### src/rtl/serial_subtractor_ctrl.sv
// serial_subtractor_ctrl
//
// Bit-serial subtractor controller. A single one-bit subtract cell (two half
// subtractors plus an OR, borrow chained through a flop) is stepped over WIDTH
// cycles, LSB first, to compute a - b modulo 2^WIDTH.
//
// Optional feature macro: SERIAL_SUB_CMP_EN adds the a_lt_b / a_eq_b outputs
// and the sticky zero-tracking flop behind a_eq_b.
//
// Ports:
//   clk     in   rising-edge clock
//   rst     in   asynchronous, active-high reset
//   start   in   request strobe, accepted in IDLE or DONE, ignored in RUN
//   a, b    in   minuend / subtrahend, captured on acceptance
//   busy    out  high while in RUN
//   done    out  one-cycle pulse marking a new result
//   diff    out  registered (a - b) mod 2^WIDTH, changes only at completion
//   borrow  out  final borrow (1 iff a < b unsigned)
//   a_lt_b  out  (SERIAL_SUB_CMP_EN) equals the final borrow
//   a_eq_b  out  (SERIAL_SUB_CMP_EN) 1 iff every difference bit was 0
//
// state | meaning
// ------+---------------------------------------------------------
// IDLE  | waiting for start
// RUN   | one bit processed per edge, LSB first
// DONE  | single cycle, done asserted; start here restarts directly

module serial_subtractor_ctrl #(
    parameter int WIDTH = 8
) (
    input  logic             clk,
    input  logic             rst,
    input  logic             start,
    input  logic [WIDTH-1:0] a,
    input  logic [WIDTH-1:0] b,
    output logic             busy,
    output logic             done,
    output logic [WIDTH-1:0] diff,
    output logic             borrow
`ifdef SERIAL_SUB_CMP_EN
    ,
    output logic             a_lt_b,
    output logic             a_eq_b
`endif
);

    localparam int CW = $clog2(WIDTH + 1);

    typedef enum logic [1:0] {
        S_IDLE = 2'd0,
        S_RUN  = 2'd1,
        S_DONE = 2'd2
    } state_t;

    state_t state, state_nxt;

    logic [WIDTH-1:0] a_sh;
    logic [WIDTH-1:0] b_sh;
    logic [WIDTH-1:0] res;
    logic [WIDTH-1:0] res_nxt;
    logic [CW-1:0]    cnt;
    logic             brw;
    logic             accept;
    logic             last_bit;
    logic             ai;
    logic             bi;
    logic             d;
    logic             bout;
`ifdef SERIAL_SUB_CMP_EN
    logic             all_zero;
`endif

    // Subtract cell
    assign ai   = a_sh[0];
    assign bi   = b_sh[0];
    assign d    = ai ^ bi ^ brw;
    assign bout = (~ai & bi) | (~(ai ^ bi) & brw);

    // New bit enters at the MSB; written as a shift/or so WIDTH=1 needs no
    // special-case slicing.
    assign res_nxt  = (res >> 1) | (WIDTH'(d) << (WIDTH - 1));
    assign last_bit = (cnt == CW'(WIDTH - 1));
    assign accept   = start && (state != S_RUN);

    assign busy = (state == S_RUN);
    assign done = (state == S_DONE);

    always_ff @(posedge clk or posedge rst) begin
        if (rst) begin
            state <= S_IDLE;
        end else begin
            state <= state_nxt;
        end
    end

    always_comb begin
        state_nxt = state;
        case (state)
            S_IDLE: if (start) state_nxt = S_RUN;
            S_RUN:  if (last_bit) state_nxt = S_DONE;
            S_DONE: state_nxt = start ? S_RUN : S_IDLE;
            default: state_nxt = S_IDLE;
        endcase
    end

    always_ff @(posedge clk or posedge rst) begin
        if (rst) begin
            a_sh   <= '0;
            b_sh   <= '0;
            res    <= '0;
            cnt    <= '0;
            brw    <= 1'b0;
            diff   <= '0;
            borrow <= 1'b0;
        end else if (accept) begin
            a_sh <= a;
            b_sh <= b;
            cnt  <= '0;
            brw  <= 1'b0;
        end else if (state == S_RUN) begin
            a_sh <= a_sh >> 1;
            b_sh <= b_sh >> 1;
            res  <= res_nxt;
            brw  <= bout;
            cnt  <= cnt + CW'(1);
            if (last_bit) begin
                diff   <= res_nxt;
                borrow <= bout;
            end
        end
    end

`ifdef SERIAL_SUB_CMP_EN
    always_ff @(posedge clk or posedge rst) begin
        if (rst) begin
            all_zero <= 1'b0;
            a_lt_b   <= 1'b0;
            a_eq_b   <= 1'b0;
        end else if (accept) begin
            all_zero <= 1'b1;
        end else if (state == S_RUN) begin
            all_zero <= all_zero & ~d;
            if (last_bit) begin
                a_lt_b <= bout;
                a_eq_b <= all_zero & ~d;
            end
        end
    end
`endif

endmodule

### config.mk
export PLATFORM = sky130hd
export DESIGN_NAME = serial_subtractor_ctrl
export DESIGN_NICKNAME = d
export VERILOG_FILES = /design/src/rtl/serial_subtractor_ctrl.sv
export SDC_FILE = /design/constraint.sdc
export NUM_CORES = 1
export LEC_CHECK = 0
export ABC_AREA = 1
export BUFFER_PORTS_ARGS = -buffer_cell sky130_fd_sc_hd__buf_2
export CAP_MARGIN = 20
export CORE_MARGIN = 2
export CORE_UTILIZATION = 58
export DETAILED_ROUTE_END_ITERATION = 7
export PLACE_DENSITY = 0.89
export SLEW_MARGIN = 10
export SYNTH_ARGS = -nofsm -noshare
export SYNTH_HDL_FRONTEND = slang
export SYNTH_SLANG_ARGS = --single-unit
### constraint.sdc
create_clock -name clk -period 3.74 [get_ports clk]
set_clock_uncertainty 0.2 [all_clocks]
set_input_delay 0.748 -clock clk [delete_from_list [all_inputs] [get_ports clk]]
set_output_delay 0.748 -clock clk [all_outputs]
set_load 0.05 [all_outputs]
==> results of run 1 <==
cell usage in the layout, fill, tap and decap left out:
| master | count |
|---|---|
| dfrtp_1 | 39 |
| buf_2 | 29 |
| inv_1 | 15 |
| clkbuf_1 | 1 |
| nand2_1 | 61 |
| inv_2 | 2 |
| o21ai_2 | 8 |
| nor2_4 | 1 |
| nor2_1 | 5 |
| buf_4 | 1 |
| nand3_1 | 29 |
| nand2_4 | 1 |
| ha_1 | 1 |
| clkbuf_4 | 5 |
| clkbuf_8 | 2 |
| a21oi_1 | 1 |
| fa_1 | 1 |
| o21ai_0 | 9 |
| nand2_2 | 2 |
| o22ai_1 | 2 |
state kept, by name (all words and copies together), names as in the netlist:
| register | flops |
|---|---|
| cnt | 4 |
| brw | 1 |
| state | 2 |
| b_sh | 8 |
| borrow | 1 |
| res | 7 |
| diff | 8 |
| a_sh | 8 |
worst reg2reg max path: cells and delay by family, from the launching register on:
| family | cells | cell delay, ns |
|---|---|---|
| buf+inv | 2 | 0.34 |
| simple gates | 4 | 1.03 |
| flops | 1 | 0.40 |
cell type report:
cell class,count,area [sq um],area share (%)
multi-input combinational,121,593,31.3
tap,31,38.8,2.05
clock buffer,8,68.8,3.64
sequential,39,976,51.6
inverter,17,63.8,3.37
timing repair buffer,30,153,8.06
through the flow:
stage	hold WS, ns	power (mW)	util [%]	worst slack, ns	cell area (sq um)
after floorplan	0.242	1.30	-	1.72	1690
after global placement	0.251	1.42	66.2	1.65	1820
after detailed placement	0.259	1.45	66.2	1.65	1820
after CTS	0.285	1.68	68.6	1.25	1890
after global routing	0.310	1.80	68.6	1.17	1890
final	0.281	1.67	68.6	1.28	1890
report_power, final:
group	internal, mW	leakage (nW)	switching (mW)
combinational	0.206	0.472	0.519
sequential	0.604	0.492	0.100
clock	0.111	0.0386	0.129
path summary, 6_finish.rpt:
path	startpoint	endpoint	slack [ns]
worst min register to register	diff[0]	diff[0]	0.28
worst min-delay path	diff[0]	diff[0]	0.28
worst max register to register	state[1]	a_sh[2]	1.71
worst max-delay path	state[0]	busy	1.28
max in group asynchronous	rst	diff[3]	2.71
min in group asynchronous	rst	a_sh[5]	0.30
cells by family (layout without fill, tap and decap cells):
| group | count (synthesis) | count (layout) | share of synthesized area (%) |
|---|---|---|---|
| compound gates | 20 | 20 | 7.87 |
| fa+ha+maj | 2 | 2 | 1.93 |
| buf+inv | 24 | 55 | 6.90 |
| flops | 39 | 39 | 57.9 |
| simple gates | 99 | 99 | 25.4 |
per-layer routing:
layer	vias to the layer above	track usage (%)	share of wire, %
met1	567	24.7	45
met4	0	8.97	1.7
met3	6	6.03	6.0
li1	646	-	-
met5	-	0	0
met2	36	32.3	47
==> results_dict.tcl, run 1 <==
set metrics [dict create \
    yosys.cell_types.count 18 \
    htreeDepth 2 \
    reg2reg_depth 6 \
    grt.overflow.total 0 \
    synth_top_area_share_pct 57.9 \
    postRouteAntennaNets 0 \
    drv_slew 0 \
    clkLatencyLatePin_ns 0.34 \
    synth_area_sq_um 1690 \
    crit_chain "inv_2 -> nor2_4 -> buf_2" \
    outcome "complete, no violations" \
    critPathLaunchType "flop" \
    syn_nets 205 \
    portBuffers 29 \
    num_vias 1255 \
    grt_pass1_vias 1212 \
    ys.flop_type "dfrtp_1" \
    ys_seq_elements 39 \
    max_stage_delay_ns 0.41 \
    ys_seq_area_share_pct 57.9 \
    drc 0 \
    critPathSlowestCell "dfrtp_1" \
    cp.depth 3 \
    fin_crit_sh_pct 65.9 \
    clk_pin_slew_ns 0.11 \
    synth_most_common_cell "nand2_1" \
    finalNonFillerCells 246 \
    synthTopCellsByArea "dfrtp_1 (58%), nand2_1 (14%), nand3_1 (8.6%)" \
    post_cts_buffers 0 \
    syn_area_per_cell_sq_um 9.16 \
    hpwl_microns 1930 \
    grt_setup_unrepaired "false" \
    yosysTopAreaCell "dfrtp_1" \
    grt_usage_pct 19.9 \
    ctsLongestPathBuffers 2 \
    antenna_found_initial 0 \
    die_h_microns 57.9 \
    die_x_microns 57.9 \
    dieArea_sq_um 3350 \
    place_inst 238 \
    drt_iter0_drc 74 \
    cts_tree "yes" \
    cp_num_buf_inv 2 \
    first_pass_iters 4 \
    finalSetupViolations 0 \
    area_growth_pct 12.3 \
    synth_edf_count 0 \
    cts_made_buffers 5 \
    worstPathRequired_ns 2.79 \
    cts.hold.buffers_added 0 \
    slew_headroom_pct 34.1 \
    grt_pass1_wl_microns 5030 \
    peakVddDrop_uv 730 \
    maxCapViolCount 0 \
    totalWireLength_microns 2850 \
    drive_above_1_share_pct 23.7 \
    powerDensity_nw_per_um2 881 \
    cts_sinks 39 \
    n_antenna_cell 0 \
    root_buffer "clkbuf_4" \
    io_pins 30 \
    post_drt_wl_per_cell_microns 11.6 \
    hold_depth 2 \
    period_minus_slack_ns 2.46 \
    start_util_pct 61.1 \
    yosysWarnings 0 \
    arrival_ns 1.52 \
    synth_common_cells "nand2_1 (61), dfrtp_1 (39), nand3_1 (29), inv_1 (15), o21ai_0 (9)" \
    p_leak_nw 1.00 \
    nFillCells 230 \
    via_per_inst 5.10 \
    cts.repair.resized 0 \
    hold_viol_final 0 \
    gp_congestion 0.700 \
    endpoint_kind "output port" \
    critPathKind "flop to output port" \
    crit_fanout 19 \
    setup_tns_ns 0 \
    async_flop_share_pct 100 \
    core_sq_um 2760 \
    worstMarginPinSlew_ns 0.985 \
    fmax_mhz 406 \
    worstHoldPathType "flop to flop" \
    netlist_instances 184 \
    fin_nets 235 \
    rows 19 \
    crit_family "flip-flops" \
    grt_max_degree 40 \
]
No activity file was read; power rests on OpenSTA's default activity.
==> run 2: changes to the inputs <==
- CORE_UTILIZATION: 58 -> 54
- PLACE_DENSITY: 0.89 -> 0.85
- clock period: 3.74 -> 2.36 ns (I/O delays scaled with it)
==> run 2 against run 1 <==
Via count is 1.7% higher. Global-route usage is 0.14 points lower. Routed wire length is 4.2% higher. Flip-flop and latch count stayed put. Combinational power is 66% higher. Total power is 62% higher. Worst setup slack worse by 0.80 ns. Non-clock buffer count is 3 higher. Clock-buffer cell count stayed put. Design area is 1.3% higher. Die area is 6.9% higher.
==> results_dict.tcl, run 2 (synthesized netlist as in run 1, its figures left out) <==
set metrics [dict create \
    fmax_mhz 531 \
    grt_setup_unrepaired "false" \
    drt_iter0_drc 42 \
    first_pass_iters 4 \
    crit_fanout 4 \
    gp_congestion 0.719 \
    cts.repair.resized 0 \
    critPathKind "flop to output port" \
    arrival_ns 1.21 \
    crit_chain "inv_2 -> nor2_4 -> buf_2" \
    final_cell_mix "nand2_1 (61), dfrtp_1 (39), nand3_1 (29), buf_2 (29), inv_1 (15)" \
    critPathLaunchType "flop" \
    post_cts_buffers 0 \
    critPathSlowestCell "dfrtp_1" \
    grt_usage_pct 19.8 \
    grt_pass1_wl_microns 5110 \
    dieArea_sq_um 3580 \
    maxCapViolCount 0 \
    total_power_mw 2.70 \
    num_vias 1276 \
    grt_max_degree 40 \
    grt.overflow.total 0 \
    hold_viol_final 0 \
    rows 20 \
    period_minus_slack_ns 1.88 \
    io_pins 30 \
    antenna_found_initial 0 \
    post_drt_wl_per_cell_microns 11.8 \
    worstHoldPathType "input port to async pin" \
    drive_above_1_share_pct 24.8 \
    clk_pin_slew_ns 0.11 \
    drc 0 \
    htreeDepth 2 \
    slew_headroom_pct 68.1 \
    reg2reg_depth 6 \
    core_sq_um 3000 \
    via_per_inst 5.08 \
    die_x_microns 59.9 \
    fin_crit_sh_pct 79.8 \
    drv_slew 0 \
    start_util_pct 56.1 \
    cts.hold.buffers_added 0 \
    ctsLongestPathBuffers 2 \
    setup_tns_ns 0 \
    root_buffer "clkbuf_4" \
    worstMarginPinSlew_ns 0.479 \
    finalSetupViolations 0 \
    p_leak_nw 1.02 \
    top_regs "a_sh (8), b_sh (8), diff (8)" \
    endpoint_kind "output port" \
    portBuffers 29 \
    die_h_microns 59.9 \
    cts_tree "yes" \
    totalWireLength_microns 2970 \
    n_antenna_cell 0 \
    max_stage_delay_ns 0.45 \
    area_growth_pct 13.8 \
    powerDensity_nw_per_um2 1410 \
    utilization_pct 63.9 \
    clkLatencyLatePin_ns 0.34 \
    cts_sinks 39 \
    grt_pass1_vias 1166 \
    worstPathRequired_ns 1.69 \
    cts_made_buffers 5 \
    mostFrequentLayoutCell "nand2_1" \
    fin_nets 238 \
    peakVddDrop_uv 686 \
    postRouteAntennaNets 0 \
    hpwl_microns 2080 \
    outcome "complete, no violations" \
]
## run 2: power breakdown
part,total [mW],switching [mW],leakage [nW],internal [mW]
sequential,1.12,0.168,0.492,0.956
clock,0.378,0.202,0.0386,0.175
combinational,1.20,0.838,0.487,0.359
total,2.70,1.21,1.02,1.49
## run 2: worst paths after layout
path	startpoint	endpoint	slack [ns]
hold reg to reg	res[1]	diff[0]	0.28
setup reg to reg	cnt[0]	diff[6]	0.72
setup / recovery	state[0]	busy	0.48
hold / removal	rst	diff[3]	0.02
max in group asynchronous	rst	diff[7]	1.59
min in group clk	a[4]	a_sh[4]	0.13
## run 2: worst max-delay path: cells and delay by family (launching register included)
family	cells	cell delay [ns]
AND/OR/NAND/NOR	1	0.09
flip-flops	1	0.45
buffers and inverters	2	0.33
## run 2: per-layer routing
layer	GRT usage, %	part of all wire (%)	vias to the layer above
met1	25.6	47	585
met5	0	0	-
met4	10.5	2.6	0
li1	-	-	653
met3	7.58	4.7	8
met2	28.7	46	30
## run 2: stage by stage
step	setup slack (ns)	cell area, sq um	instances	hold slack, ns
floorplan	0.614	1690	184	0.242
global placement	0.812	1850	243	0.249
detailed placement	0.766	1850	243	0.255
CTS	0.469	1920	251	0.0262
global route	0.424	1920	251	0.0832
finish	0.477	1920	251	0.0233
## run 2: cell type report
| cell class | instances | area (sq um) |
|---|---|---|
| clock buffers | 8 | 68.8 |
| inverters | 17 | 63.8 |
| flip-flops and latches | 39 | 976 |
| repair buffers | 33 | 175 |
| multi-input cells | 121 | 593 |
| fillers | 261 | 1080 |
| well taps | 33 | 41.3 |
==> run 3: changes to the inputs <==
- ABC_AREA: 1 -> 0
- clock period: 2.36 -> 1.9 ns (I/O delays scaled with it)
==> run 3 against run 2 <==
Worst hold slack gained 0.056 ns. Combinational power increased by 15%. Synthesized area shrank 1.4%. Register-to-register slack worse by 0.53 ns. Largest power group is now registers. Critical path type unchanged.
==> results_dict.tcl, run 3 <==
set metrics [dict create \
    hold_depth 3 \
    drv_slew 0 \
    peakVddDrop_uv 886 \
    totalWireLength_microns 2960 \
    ys.flop_type "dfrtp_1" \
    ys_seq_elements 39 \
    critPathLaunchType "flop" \
    clk_pin_slew_ns 0.11 \
    worstMarginPinSlew_ns 0.504 \
    htreeDepth 2 \
    synth_area_sq_um 1660 \
    die_x_microns 59.5 \
    yosys.cell_types.count 19 \
    hpwl_microns 2070 \
    worstHoldPathType "input port to flop" \
    antenna_found_initial 0 \
    drt_iter0_drc 21 \
    hold_viol_final 0 \
    area_growth_pct 16.9 \
    root_buffer "clkbuf_4" \
    synth_top_area_share_pct 58.7 \
    cts_made_buffers 5 \
    portBuffers 29 \
    nFillCells 218 \
    maxCapViolCount 0 \
    clkLatencyLatePin_ns 0.35 \
    final_cell_mix "nand2_1 (39), dfrtp_1 (39), buf_2 (28)" \
    endpoint_kind "output port" \
    io_pins 30 \
    syn_area_per_cell_sq_um 10.9 \
    arrival_ns 1.18 \
    cts_sinks 39 \
    fmax_mhz 569 \
    grt.overflow.total 0 \
    period_minus_slack_ns 1.76 \
    die_h_microns 59.5 \
    async_flop_share_pct 100 \
    num_vias 1176 \
    rows 20 \
    r2r-end "diff[4]" \
    holdWs_ns 0.0790 \
    yosysTopAreaCell "dfrtp_1" \
    fin_nets 207 \
    crit_fanout 4 \
    post_cts_buffers 0 \
    grt_setup_unrepaired "false" \
    setup_tns_ns 0 \
    postRouteAntennaNets 0 \
    top_regs "a_sh (8), b_sh (8), diff (8)" \
    worstPathRequired_ns 1.32 \
    hp-start "a[7]" \
    regToRegSetupSlack_ns 0.19 \
    holdPathEnd "a_sh[7]" \
    dieArea_sq_um 3540 \
    start_util_pct 55.8 \
    timing.rr.start "cnt[0]" \
    cts_tree "yes" \
    grt_max_degree 40 \
    synth_common_cells "dfrtp_1 (39), nand2_1 (39), o21ai_0 (19), mux2i_1 (18)" \
    drive_above_1_share_pct 26.2 \
    synthTopCellsByArea "dfrtp_1 (59%), mux2i_1 (11%), nand2_1 (8.8%)" \
    p_leak_nw 0.974 \
    grt_pass1_vias 1152 \
    critPathKind "flop to output port" \
    core_sq_um 2980 \
    drc 0 \
    outcome "complete, no violations" \
    slew_headroom_pct 66.4 \
    netlist_instances 152 \
    yosysWarnings 0 \
    powerDensity_nw_per_um2 1690 \
    finalSetupViolations 0 \
    ctsLongestPathBuffers 2 \
    via_per_inst 5.35 \
    synth_edf_count 0 \
    reg2reg_depth 5 \
    fin_crit_sh_pct 92.5 \
    syn_nets 173 \
    first_pass_iters 4 \
    grt_pass1_wl_microns 4950 \
    gp_congestion 0.717 \
    post_drt_wl_per_cell_microns 13.4 \
    n_antenna_cell 0 \
    grt_usage_pct 19.4 \
    ys_seq_area_share_pct 58.7 \
]
[run 3: per-layer routing]
layer  wire length [microns]  part of all wire, %  track usage [%]
met3                      87                  2.9             4.80
met1                    1250                   42             23.3
met4                      85                  2.9             12.0
met2                    1530                   52             31.2
met5                       0                    0                0
[run 3: stage by stage]
step	setup slack, ns	util, %	std cells	power [mW]	area [sq um]
floorplan	0.229	-	152	2.43	1660
global placement	0.293	62.2	211	2.71	1850
detailed placement	0.205	62.2	211	2.80	1850
CTS	0.00571	65.0	220	3.30	1930
global route	0.0877	65.2	220	3.51	1940
finish	0.142	65.2	220	3.28	1940
[run 3: cell type report]
class / count / area, sq um / area share (%)
flip-flops and latches: 39 / 976 / 50.3
multi-input cells: 99 / 637 / 32.8
repair buffers: 35 / 195 / 10.1
clock buffers: 8 / 68.8 / 3.54
well taps: 33 / 41.3 / 2.13
inverters: 6 / 23.8 / 1.22
[run 3: cells by family (layout without fill, tap and decap cells)]
kind of cell | count (synthesis) | in the layout | synth area share, %
AND/OR/NAND/NOR | 51 | 51 | 13.3
AO/OA/AOI/OAI | 19 | 19 | 5.72
buffers and inverters | 14 | 49 | 3.39
adder cells (fa/ha/maj) | 2 | 2 | 1.96
flip-flops | 39 | 39 | 58.7
multiplexers | 27 | 27 | 16.9
[run 3: worst max-delay path by stage]
stage	start	to	slack, ns	depth (start not counted)
floorplan	state[1]	diff[3]	0.23	4
global placement	cnt[0]	diff[5]	0.29	5
detailed placement	cnt[0]	diff[4]	0.20	5
CTS	state[0]	busy	0.006	3
global route	state[0]	busy	0.09	3
finish	state[1]	busy	0.14	3
[run 3: where the power goes]
| group | switching (mW) | total, mW | leakage, nW | internal, mW |
|---|---|---|---|---|
| Sequential | 0.224 | 1.42 | 0.484 | 1.19 |
| Combinational | 0.920 | 1.38 | 0.452 | 0.457 |
| Clock | 0.265 | 0.483 | 0.0386 | 0.218 |
| Total | 1.41 | 3.28 | 0.974 | 1.87 |
[run 3: what timing repair did]
action                     4_1_cts  5_1_grt
pin swaps                        0        0
setup endpoints to repair        1        1
gates resized for setup          2        1
hold buffers                     1        0
hold endpoints to repair        39        0
[run 3: worst max-delay path, cell delays in order, from the launching register on]
cell and delay, ns:
dfrtp_1 0.39, nand2b_4 0.17, clkinv_2 0.08, buf_4 0.19
